**config.mk**
```make
export PLATFORM = sky130hd
export DESIGN_NAME = cdb_arbiter
export DESIGN_NICKNAME = d
export VERILOG_FILES = /design/src/rtl/expipe_pkg.sv /design/src/rtl/prio_enc.sv /design/src/rtl/rr_arbiter.sv /design/src/rtl/cdb_arbiter.sv
export SDC_FILE = /design/constraint.sdc
export NUM_CORES = 1
export LEC_CHECK = 0
export ABC_AREA = 1
export ABC_CLOCK_PERIOD_IN_PS = 3300
export CORE_MARGIN = 2
export CORE_UTILIZATION = 38
export DETAILED_ROUTE_END_ITERATION = 10
export PLACE_DENSITY_LB_ADDON = 0.2
export SLEW_MARGIN = 5
export SYNTH_ARGS = -nofsm -noshare
export SYNTH_HDL_FRONTEND = slang
export SYNTH_SLANG_ARGS = --single-unit
```
**constraint.sdc**
```tcl
create_clock -name clk_i -period 3.3 [get_ports clk_i]
set_input_delay 0.66 -clock clk_i [delete_from_list [all_inputs] [get_ports clk_i]]
set_output_delay 0.66 -clock clk_i [all_outputs]
set_load 0.1 [all_outputs]
```
**src/rtl/expipe_pkg.sv**
```systemverilog
// Execution-pipeline shared types: ROB/CDB widths and the CDB broadcast word.
package expipe_pkg;

    localparam int XLEN           = 32;
    localparam int ROB_IDX_LEN    = 4;
    localparam int ROB_EXCEPT_LEN = 4;

    typedef struct packed {
        logic [ROB_IDX_LEN-1:0]    rob_idx;
        logic [XLEN-1:0]           res_value;
        logic                      except_raised;
        logic [ROB_EXCEPT_LEN-1:0] except_code;
    } cdb_data_t;

    function automatic cdb_data_t cdb_pack(
        input logic [ROB_IDX_LEN-1:0]    idx,
        input logic [XLEN-1:0]           value,
        input logic                      except_raised,
        input logic [ROB_EXCEPT_LEN-1:0] except_code
    );
        cdb_data_t w;
        w.rob_idx       = idx;
        w.res_value     = value;
        w.except_raised = except_raised;
        w.except_code   = except_code;
        return w;
    endfunction

endpackage

```
**src/rtl/prio_enc.sv**
```systemverilog
// Priority encoder: index of the lowest set request bit, lane 0 highest.
module prio_enc #(
    parameter int N = 4
) (
    input  logic [N-1:0]         req_i,
    output logic [$clog2(N)-1:0] idx_o,
    output logic                 valid_o
);

    localparam int IW = $clog2(N);

    // Scan downward so the lowest requesting lane is the last one written.
    always_comb begin
        idx_o   = '0;
        valid_o = |req_i;
        for (int i = N - 1; i >= 0; i--) begin
            if (req_i[i]) begin
                idx_o = IW'(i);
            end
        end
    end

endmodule

```
**src/rtl/rr_arbiter.sv**
```systemverilog
// Round-robin arbiter: lanes at or above ptr_i win first, otherwise wrap to lane 0.
module rr_arbiter #(
    parameter int N = 4
) (
    input  logic [N-1:0]         req_i,
    input  logic [$clog2(N)-1:0] ptr_i,
    output logic [N-1:0]         gnt_o,
    output logic [$clog2(N)-1:0] gnt_idx_o,
    output logic                 valid_o
);

    localparam int IW = $clog2(N);

    logic [N-1:0]  mask;
    logic [N-1:0]  masked_req;
    logic [IW-1:0] m_idx;
    logic [IW-1:0] u_idx;
    logic          m_valid;
    logic          u_valid;

    // Keep only lanes at or above the pointer for the first-choice search.
    always_comb begin
        mask = '0;
        for (int i = 0; i < N; i++) begin
            mask[i] = (i >= int'(ptr_i));
        end
        masked_req = req_i & mask;
    end

    prio_enc #(.N(N)) u_masked (
        .req_i   (masked_req),
        .idx_o   (m_idx),
        .valid_o (m_valid)
    );

    prio_enc #(.N(N)) u_unmasked (
        .req_i   (req_i),
        .idx_o   (u_idx),
        .valid_o (u_valid)
    );

    // Prefer the masked winner; the unmasked one covers the wrap-around case.
    always_comb begin
        gnt_idx_o = m_valid ? m_idx : u_idx;
        valid_o   = u_valid;
        gnt_o     = '0;
        if (u_valid) begin
            gnt_o[gnt_idx_o] = 1'b1;
        end
    end

endmodule

```
**src/rtl/cdb_arbiter.sv**
```systemverilog
// Common Data Bus arbiter: picks one reservation-station result per cycle,
// registers it in a single-entry output register and broadcasts it to the ROB.
module cdb_arbiter
    import expipe_pkg::*;
#(
    parameter int N_REQ = 4,
    parameter bit RR_EN = 1'b1
) (
    input  logic                                  clk_i,
    input  logic                                  rst_n_i,
    input  logic                                  flush_i,
    input  logic [N_REQ-1:0]                      rs_valid_i,
    output logic [N_REQ-1:0]                      rs_ready_o,
    input  logic [N_REQ-1:0][ROB_IDX_LEN-1:0]     rs_idx_i,
    input  logic [N_REQ-1:0][XLEN-1:0]            rs_data_i,
    input  logic [N_REQ-1:0]                      rs_except_raised_i,
    input  logic [N_REQ-1:0][ROB_EXCEPT_LEN-1:0]  rs_except_i,
    input  logic                                  rob_ready_i,
    output logic                                  cdb_valid_o,
    output logic [ROB_IDX_LEN-1:0]                cdb_idx_o,
    output logic [XLEN-1:0]                       cdb_data_o,
    output logic                                  cdb_except_raised_o,
    output logic [ROB_EXCEPT_LEN-1:0]             cdb_except_o
);

    localparam int IW = $clog2(N_REQ);

    logic [IW-1:0]    rr_ptr;
    logic [IW-1:0]    arb_ptr;
    logic [IW-1:0]    gnt_idx;
    logic [N_REQ-1:0] gnt;
    logic             arb_valid;
    logic             slot_free;
    logic             grant_en;
    logic             cdb_valid_q;
    cdb_data_t        cdb_q;
    cdb_data_t        cdb_d;

    // Fixed-priority mode simply pins the search start at lane 0.
    assign arb_ptr = RR_EN ? rr_ptr : '0;

    rr_arbiter #(.N(N_REQ)) u_rr (
        .req_i     (rs_valid_i),
        .ptr_i     (arb_ptr),
        .gnt_o     (gnt),
        .gnt_idx_o (gnt_idx),
        .valid_o   (arb_valid)
    );

    // Grant only when the output register will be free at the next edge and no flush is pending.
    always_comb begin
        slot_free  = !cdb_valid_q || rob_ready_i;
        grant_en   = slot_free && !flush_i && arb_valid;
        rs_ready_o = grant_en ? gnt : '0;
        cdb_d      = cdb_pack(rs_idx_i[gnt_idx], rs_data_i[gnt_idx],
                              rs_except_raised_i[gnt_idx], rs_except_i[gnt_idx]);
    end

    // Output register and round-robin pointer; flush drops the pending word but keeps the pointer.
    always_ff @(posedge clk_i or negedge rst_n_i) begin
        if (!rst_n_i) begin
            cdb_valid_q <= 1'b0;
            cdb_q       <= '0;
            rr_ptr      <= '0;
        end else if (flush_i) begin
            cdb_valid_q <= 1'b0;
        end else if (grant_en) begin
            cdb_valid_q <= 1'b1;
            cdb_q       <= cdb_d;
            rr_ptr      <= (gnt_idx == IW'(N_REQ - 1)) ? '0 : gnt_idx + IW'(1);
        end else if (rob_ready_i) begin
            cdb_valid_q <= 1'b0;
        end
    end

    assign cdb_valid_o         = cdb_valid_q;
    assign cdb_idx_o           = cdb_q.rob_idx;
    assign cdb_data_o          = cdb_q.res_value;
    assign cdb_except_raised_o = cdb_q.except_raised;
    assign cdb_except_o        = cdb_q.except_code;

endmodule

```
Word level (Yosys, flattened, before mapping)

Cells that the tools add are included.

Bitwise logic cells: 2
Add/subtract/negate cells: 1
Reduce and logical (&&, ||, !) cells: 10
$lt $le $gt $ge: 5
Shift operators: 0
Eq/ne operators: 1
Div/mod/pow operators: 0
Multipliers: 0
Multiplexer cells: 25

Operators by type and width:

| operator                                                                             | count |
|---|---|
| 32-bit binary-select mux with 2-bit select                                           | 1 |
| 32-bit 2-to-1 mux                                                                    | 1 |
| 2-bit 2-to-1 mux                                                                     | 10 |
| 4-bit binary-select mux with 2-bit select                                            | 2 |
| 4-bit 2-to-1 mux                                                                     | 4 |
| 4-bit OR reduction                                                                   | 2 |
| 1-bit 2-to-1 mux                                                                     | 5 |
| 4-bit bitwise AND                                                                    | 1 |
| 1-bit by 2-bit greater-or-equal comparator with 1-bit output (first input constant)  | 2 |
| 1-bit logical AND                                                                    | 3 |
| 2-bit by 3-bit < comparator with 1-bit output (second input constant)                | 1 |
| 3-bit nonzero test                                                                   | 1 |
| 2-bit by 1-bit adder with 2-bit output (second input constant)                       | 1 |
| 1-bit binary-select mux with 2-bit select                                            | 1 |
| 1-bit demux with 2-bit select                                                        | 1 |
| 2-bit == test (second input constant)                                                | 1 |
| 2-bit by 1-bit greater-or-equal comparator with 1-bit output (second input constant) | 1 |
| 2-bit greater-or-equal comparator (first input constant)                             | 1 |
| 1-bit zero test                                                                      | 2 |
| 2-bit AND reduction                                                                  | 1 |
| 1-bit logical OR                                                                     | 1 |
| 1-bit NOT                                                                            | 1 |

Register bits: 44
Latch bits: 0
Memories: 0
Memory bits (read-only): 0
Input bits: 172
RAM bits: 0

Longest topological paths before layout

Word-level depth: 13
Depth in mapped cells: 13
Gate-level depth less buffers: 12

By module

A second synthesis with hierarchy kept.

Cells, all modules: 717
Area total of the unflattened synthesis: 3,896.2 sq um

By module, submodules not included:

| module      | seq. area each (sq um) | cells an instance | instances | area an instance (sq um) |
|---|---|---|---|---|
| cdb_arbiter | 1,101.1                | 677               | 1         | 3,693.5 |
| rr_arbiter  | 0.0                    | 22                | 1         | 110.1 |
| prio_enc    | 0.0                    | 9                 | 2         | 46.3 |

Worst setup path after synthesis

Ideal clock, no wire load.

Path kind: register to output
From: register cdb_valid_q, in the netlist cdb_valid_o
To: output rs_ready_o[0]
Buffers on the path: 1
Data arrival time: 2.763 ns
Slack: -0.123 ns
Stages on the path, launching flop included: 7
Required time: 2.640 ns
Cell sequence: dfrtp_1 > inv_1 > nor2_1 > nor3_4 > inv_2 > clkbuf_1 > nor2_1

Longest elaborated chain between the ends: 5

RTL lines:

| element                        | line              | RTL |
|---|---|---|
| start, declared                | cdb_arbiter.sv:35 | `logic cdb_valid_q;` |
| start signal, assigned         | cdb_arbiter.sv:62 | `cdb_valid_q <= 1'b0;` |
| start signal, assigned         | cdb_arbiter.sv:66 | `cdb_valid_q <= 1'b0;` |
| start signal, assigned         | cdb_arbiter.sv:68 | `cdb_valid_q <= 1'b1;` |
| 1-bit zero test                | cdb_arbiter.sv:52 | `slot_free = !cdb_valid_q \|\| rob_ready_i;` |
| 1-bit logical OR               | cdb_arbiter.sv:52 |  |
| 1-bit logical AND (2 in a row) | cdb_arbiter.sv:53 | `grant_en = slot_free && !flush_i && arb_valid;` |
| 4-bit 2-to-1 mux               | cdb_arbiter.sv:54 | `rs_ready_o = grant_en ? gnt : '0;` |
| end, declared                  | cdb_arbiter.sv:13 | `output logic [N_REQ-1:0] rs_ready_o,` |

Every way passes these cells.

Worst setup path after layout

From: input rs_valid_i[2]
To: output rs_ready_o[0]

Longest elaborated chain between the ends: 11
Elaborated cells between the ends (all ways): 18

RTL lines:

| element                                                                                                                                                    | line              | RTL |
|---|---|---|
| start, declared                                                                                                                                            | cdb_arbiter.sv:12 | `input logic [N_REQ-1:0] rs_valid_i,` |
| 4-bit bitwise AND                                                                                                                                          | rr_arbiter.sv:27  | `masked_req = req_i & mask;` |
| 2-bit 2-to-1 mux (3 in a row)                                                                                                                              | prio_enc.sv:17    | `if (req_i[i]) begin` |
| 2-bit 2-to-1 mux                                                                                                                                           | rr_arbiter.sv:44  | `gnt_idx_o = m_valid ? m_idx : u_idx;` |
| 2-bit by 3-bit < comparator with 1-bit output (not written as such) / 2-bit by 1-bit greater-or-equal comparator with 1-bit output (equally long branches) | rr_arbiter.sv:48  | `gnt_o[gnt_idx_o] = 1'b1;` |
| 1-bit logical AND (not written as such)                                                                                                                    | rr_arbiter.sv:48  |  |
| 1-bit 2-to-1 mux (not written as such)                                                                                                                     | rr_arbiter.sv:48  |  |
| 1-bit demux with 2-bit select                                                                                                                              | -                 |  |
| 4-bit 2-to-1 mux                                                                                                                                           | rr_arbiter.sv:47  | `if (u_valid) begin` |
| 4-bit 2-to-1 mux *                                                                                                                                         | cdb_arbiter.sv:54 |  |

Mark *: on every way between the ends. The rest lies on a longest branch, timed or not.

==> metrics.txt <==
# TYPE chip_impl_metric gauge
chip_impl_info{name="worst_setup_path_start_kind",value="primary input"} 1
chip_impl_info{name="timing.critical_path.mode_cell",value="nand2_1"} 1
chip_impl_metric{name="antennaDiodeCount",unit=""} 0
chip_impl_metric{name="antenna_violating_nets_post_route",unit=""} 0
chip_impl_info{name="worst_path_dominant_cell_family",value="buffers and inverters"} 1
chip_impl_info{name="rsz_0062_raised_after_global_routing",value="no"} 1
chip_impl_metric{name="final_clock_period_utilization_by_the_worst_path",unit="%"} 90.3
chip_impl_info{name="timing.rr.start",value="arb_ptr[0]$_DFFE_PN0P_"} 1
chip_impl_metric{name="setup_slack",unit="ps"} 322
chip_impl_info{name="outcome",value="completed"} 1
chip_impl_metric{name="maxCapViolations",unit=""} 0
chip_impl_metric{name="clkLatencyLatePin",unit="ps"} 290
chip_impl_info{name="min-delay-path-class",value="flip-flop to flip-flop"} 1
chip_impl_metric{name="core",unit="µm²"} 10700
chip_impl_metric{name="first_pass_detailed_route_iteration_total",unit=""} 4
chip_impl_metric{name="boundaryPins",unit=""} 218
chip_impl_metric{name="postSynthRegisterBits",unit=""} 44
chip_impl_metric{name="synth_edf_count",unit=""} 0
chip_impl_metric{name="totalPowerFinal",unit="W"} 0.00509
chip_impl_metric{name="critical_path_depth",unit=""} 13
chip_impl_info{name="timing.setup.critical_path_class",value="primary input to primary output"} 1
chip_impl_metric{name="portBuffers",unit=""} 217
chip_impl_metric{name="clock_power_share",unit="%"} 6.6
chip_impl_info{name="clock-root-buffer",value="clkbuf_8"} 1
chip_impl_metric{name="design.final.nets",unit=""} 1084
chip_impl_metric{name="drv_slew",unit=""} 0
chip_impl_metric{name="deepest_level_of_the_cts_h_tree",unit=""} 2
chip_impl_metric{name="synth_sequential_area_ratio",unit="%"} 26.6
chip_impl_metric{name="postSynthAreaPerCell",unit="µm²"} 5.77
chip_impl_metric{name="fillers",unit=""} 1085
chip_impl_metric{name="grt_pass1_wl",unit="µm"} 21300
chip_impl_metric{name="critical_path_fanout_max",unit=""} 7
chip_impl_metric{name="power.ir.vdd_worst",unit="µV"} 559
chip_impl_info{name="slowest_stage",value="clkdlybuf4s50_1"} 1
chip_impl_metric{name="wl_per_cell",unit="µm"} 12.8
chip_impl_metric{name="num_cts_buffers",unit=""} 5
chip_impl_metric{name="final_hold_viol_count",unit=""} 0
chip_impl_metric{name="regArea",unit="µm²"} 1100
chip_impl_metric{name="layout_overhead_on_the_synthesized_area",unit="%"} 52.3
chip_impl_metric{name="cts_num_sinks",unit=""} 44
chip_impl_metric{name="place.detailed.hpwl",unit="µm"} 9270
chip_impl_metric{name="share_of_the_core_filled_with_cells",unit="%"} 58.7
chip_impl_metric{name="totalWireLength",unit="µm"} 13500
chip_impl_metric{name="hold-path-cell-count",unit=""} 2
chip_impl_metric{name="floorplan.die_area",unit="µm²"} 11800
chip_impl_metric{name="cts_resized",unit=""} 0
chip_impl_metric{name="chipWidth",unit="µm"} 108
chip_impl_metric{name="postSynth.asyncResetShare",unit="%"} 100
chip_impl_metric{name="synthesis.nets",unit=""} 894
chip_impl_metric{name="detailroute.via_count",unit=""} 4910
chip_impl_metric{name="max-slew-margin-rel",unit="%"} 32.6
chip_impl_metric{name="cpPeakStageDelay",unit="ps"} 530
chip_impl_metric{name="power_switching_share",unit="%"} 62.4
chip_impl_info{name="worst_hold_startpoint",value="cdb_except_o[3]$_DFFE_PN0P_"} 1
chip_impl_metric{name="cell_internal_pwr",unit="W"} 0.00191
chip_impl_metric{name="gp_routability_congestion",unit=""} 0.876
chip_impl_metric{name="start_util",unit="%"} 38.6
chip_impl_metric{name="groute.usage.overall",unit="%"} 22.7
chip_impl_metric{name="mappedNetlistArea",unit="µm²"} 4140
chip_impl_metric{name="sequential_share_of_power",unit="%"} 17.6
chip_impl_metric{name="worst_endpoint_required_time",unit="ps"} 2640
chip_impl_metric{name="post_route_cells_drive_above_1_share",unit="%"} 9.35
chip_impl_metric{name="tightest_slew",unit="ps"} 1010
chip_impl_info{name="worstPathCellList",value="clkdlybuf4s50_1 -> inv_2 -> nand2_1 -> nand2_1 -> nand2_1 -> nand2_1 -> nand2_2 -> nand2_2 -> inv_1 -> ha_1 -> inv_1 -> nor2_1 -> buf_12"} 1
chip_impl_metric{name="routed_via_density",unit=""} 4.68
chip_impl_metric{name="placement.cell_area",unit="µm²"} 6230
chip_impl_metric{name="critical_path.n_buffers_inverters",unit=""} 5
chip_impl_info{name="worst_setup_path_end_kind",value="primary output"} 1
chip_impl_metric{name="ys.warnings.count",unit=""} 0
chip_impl_metric{name="post-route-drc-count",unit=""} 0
chip_impl_metric{name="cts.reportedPaths.clkPinSlew",unit="ps"} 80
chip_impl_metric{name="globalRoute.totalOverflow",unit=""} 0
chip_impl_metric{name="summed_area_of_non_filler_cells_in_the_final_layout",unit="µm²"} 6310
chip_impl_metric{name="buffer_count_from_post_cts_setup_fixing",unit=""} 0
chip_impl_metric{name="postCtsHoldBufs",unit=""} 0
chip_impl_metric{name="yosys.cell_types.count",unit=""} 21
chip_impl_metric{name="placementRows",unit=""} 38
chip_impl_metric{name="reg2reg_depth",unit=""} 11
chip_impl_metric{name="power.density",unit="nW/µm²"} 806
chip_impl_metric{name="power.switching",unit="W"} 0.00317
chip_impl_metric{name="first_global_vias",unit=""} 4353
chip_impl_metric{name="drt_first_iter_violations",unit=""} 256
chip_impl_metric{name="max_clock_freq",unit="MHz"} 336
chip_impl_metric{name="crit_arrival",unit="ps"} 2320
chip_impl_metric{name="clk_path_buf_depth",unit=""} 2
chip_impl_metric{name="share_comb_of_total_power",unit="%"} 75.8
chip_impl_metric{name="placement_stage_worst_setup_slack",unit="ps"} 318
chip_impl_metric{name="grt_start_max_net_pins",unit=""} 83
chip_impl_metric{name="setup_viol_count_final",unit=""} 0
chip_impl_metric{name="antenna_found_initial",unit=""} 0
chip_impl_info{name="synth_flop_cell",value="dfrtp_1"} 1
chip_impl_metric{name="die_y",unit="µm"} 108
chip_impl_metric{name="multi_input_comb_area",unit="µm²"} 2070
chip_impl_info{name="start_point_of_the_critical_path",value="rs_valid_i[2]"} 1
chip_impl_metric{name="period_minus_slack",unit="ps"} 2980
chip_impl_metric{name="synthCells",unit=""} 718
chip_impl_metric{name="skew",unit="ps"} 5.47
chip_impl_info{name="clock_tree_from_tritoncts",value="yes"} 1
chip_impl_metric{name="cellLeakagePower",unit="nW"} 3.67
-- worst min-delay path, stage by stage (launching register included) --
cell and delay, ps:
dfrtp_1 350, nand2_1 50, nand2_1 50
-- layout make-up --
| class | instances | share of cell area [%] |
|---|---|---|
| clock inverter | 1 | 0.139 |
| multi-input combinational | 447 | 32.9 |
| clock buffer | 7 | 1.21 |
| timing repair buffer | 230 | 34.9 |
| inverter | 180 | 10.7 |
| tap | 140 | 2.78 |
| sequential | 44 | 17.4 |
-- state kept, by name, indices dropped and copies added, names as in the netlist --
register,cells
cdb_idx_o,4
arb_ptr,2
cdb_data_o,32
cdb_except_o,4
cdb_except_raised_o,1
cdb_valid_o,1
-- through the flow --
step	setup TNS (ps)	hold slack, ps	instances
2_1_floorplan	-494	364	718
3_3_place_gp	0	462	1041
3_5_place_dp	0	466	1041
4_1_cts	0	489	1049
5_1_grt	0	506	1049
6_report	0	483	1049
-- cell families (layout without fill, tap and decap cells) --
logic type | after synthesis | after routing | synth area share (%)
fa+ha+maj | 4 | 4 | 1.21
simple gates | 437 | 437 | 47.6
compound gates | 6 | 6 | 1.12
buf+inv | 227 | 418 | 23.6
flops | 44 | 44 | 26.6
-- synthesized netlist by cell type (3+ instances only) --
cell	count	area, µm²
nand3_1	195	976
buf_2	27	135
inv_2	3	11.3
inv_1	177	664
nand3_2	10	100
buf_4	5	37.5
buf_6	8	90.1
nor2_1	7	26.3
nand2_1	221	830
dfrtp_1	44	1100
clkbuf_1	6	22.5
ha_1	4	50.1
-- placed cells by master, fill, tap and decap left out --
cell,Yosys,layout
nand2_1,221,220
nand3_1,195,195
inv_1,177,177
clkdlybuf4s50_1,0,170
buf_4,5,55
dfrtp_1,44,44
nand3_2,10,10
nor2_1,7,7
clkbuf_8,0,5
ha_1,4,4
buf_12,0,4
inv_2,3,3
nand2_2,2,2
o21ai_0,2,2
clkbuf_1,6,2
nand2_4,0,1
a21oi_1,1,1
o21ai_4,1,1
nor3_2,1,1
nor3_4,1,1
o21a_1,1,1
o31ai_1,1,1
clkinv_4,0,1
buf_2,27,1
-- metal layers --
| layer | share of wire [%] | track usage (%) | vias to the layer above |
|---|---|---|---|
| met1 | 42 | 28.1 | 2174 |
| met5 | 0 | 0 | - |
| met3 | 8.3 | 5.06 | 20 |
| li1 | - | - | 2529 |
| met4 | 1.7 | 7.51 | 0 |
| met2 | 48 | 39.0 | 187 |
-- worst paths after layout --
path | to | slack, ps
min reg2reg | cdb_except_o[3]$_DFFE_PN0P_ | 480
max reg2reg | cdb_data_o[0]$_DFFE_PN0P_ | 1100
max | rs_ready_o[0] | 320
min | cdb_except_o[3]$_DFFE_PN0P_ | 480
min in group asynchronous | cdb_data_o[27]$_DFFE_PN0P_ | 540
max in group asynchronous | cdb_except_o[2]$_DFFE_PN0P_ | 2140
-- power by group through the flow --
stage | Sequential [W] | Clock, W | Combinational [W]
2_1_floorplan | 0.00249 | 0 | 0.00135
3_3_place_gp | 0.000894 | 0 | 0.00385
3_5_place_dp | 0.000899 | 0 | 0.00387
4_1_cts | 0.000896 | 0.000351 | 0.00387
5_1_grt | 0.000926 | 0.000376 | 0.00413
6_report | 0.000895 | 0.000338 | 0.00385
No activity file was read; power rests on OpenSTA's default activity.
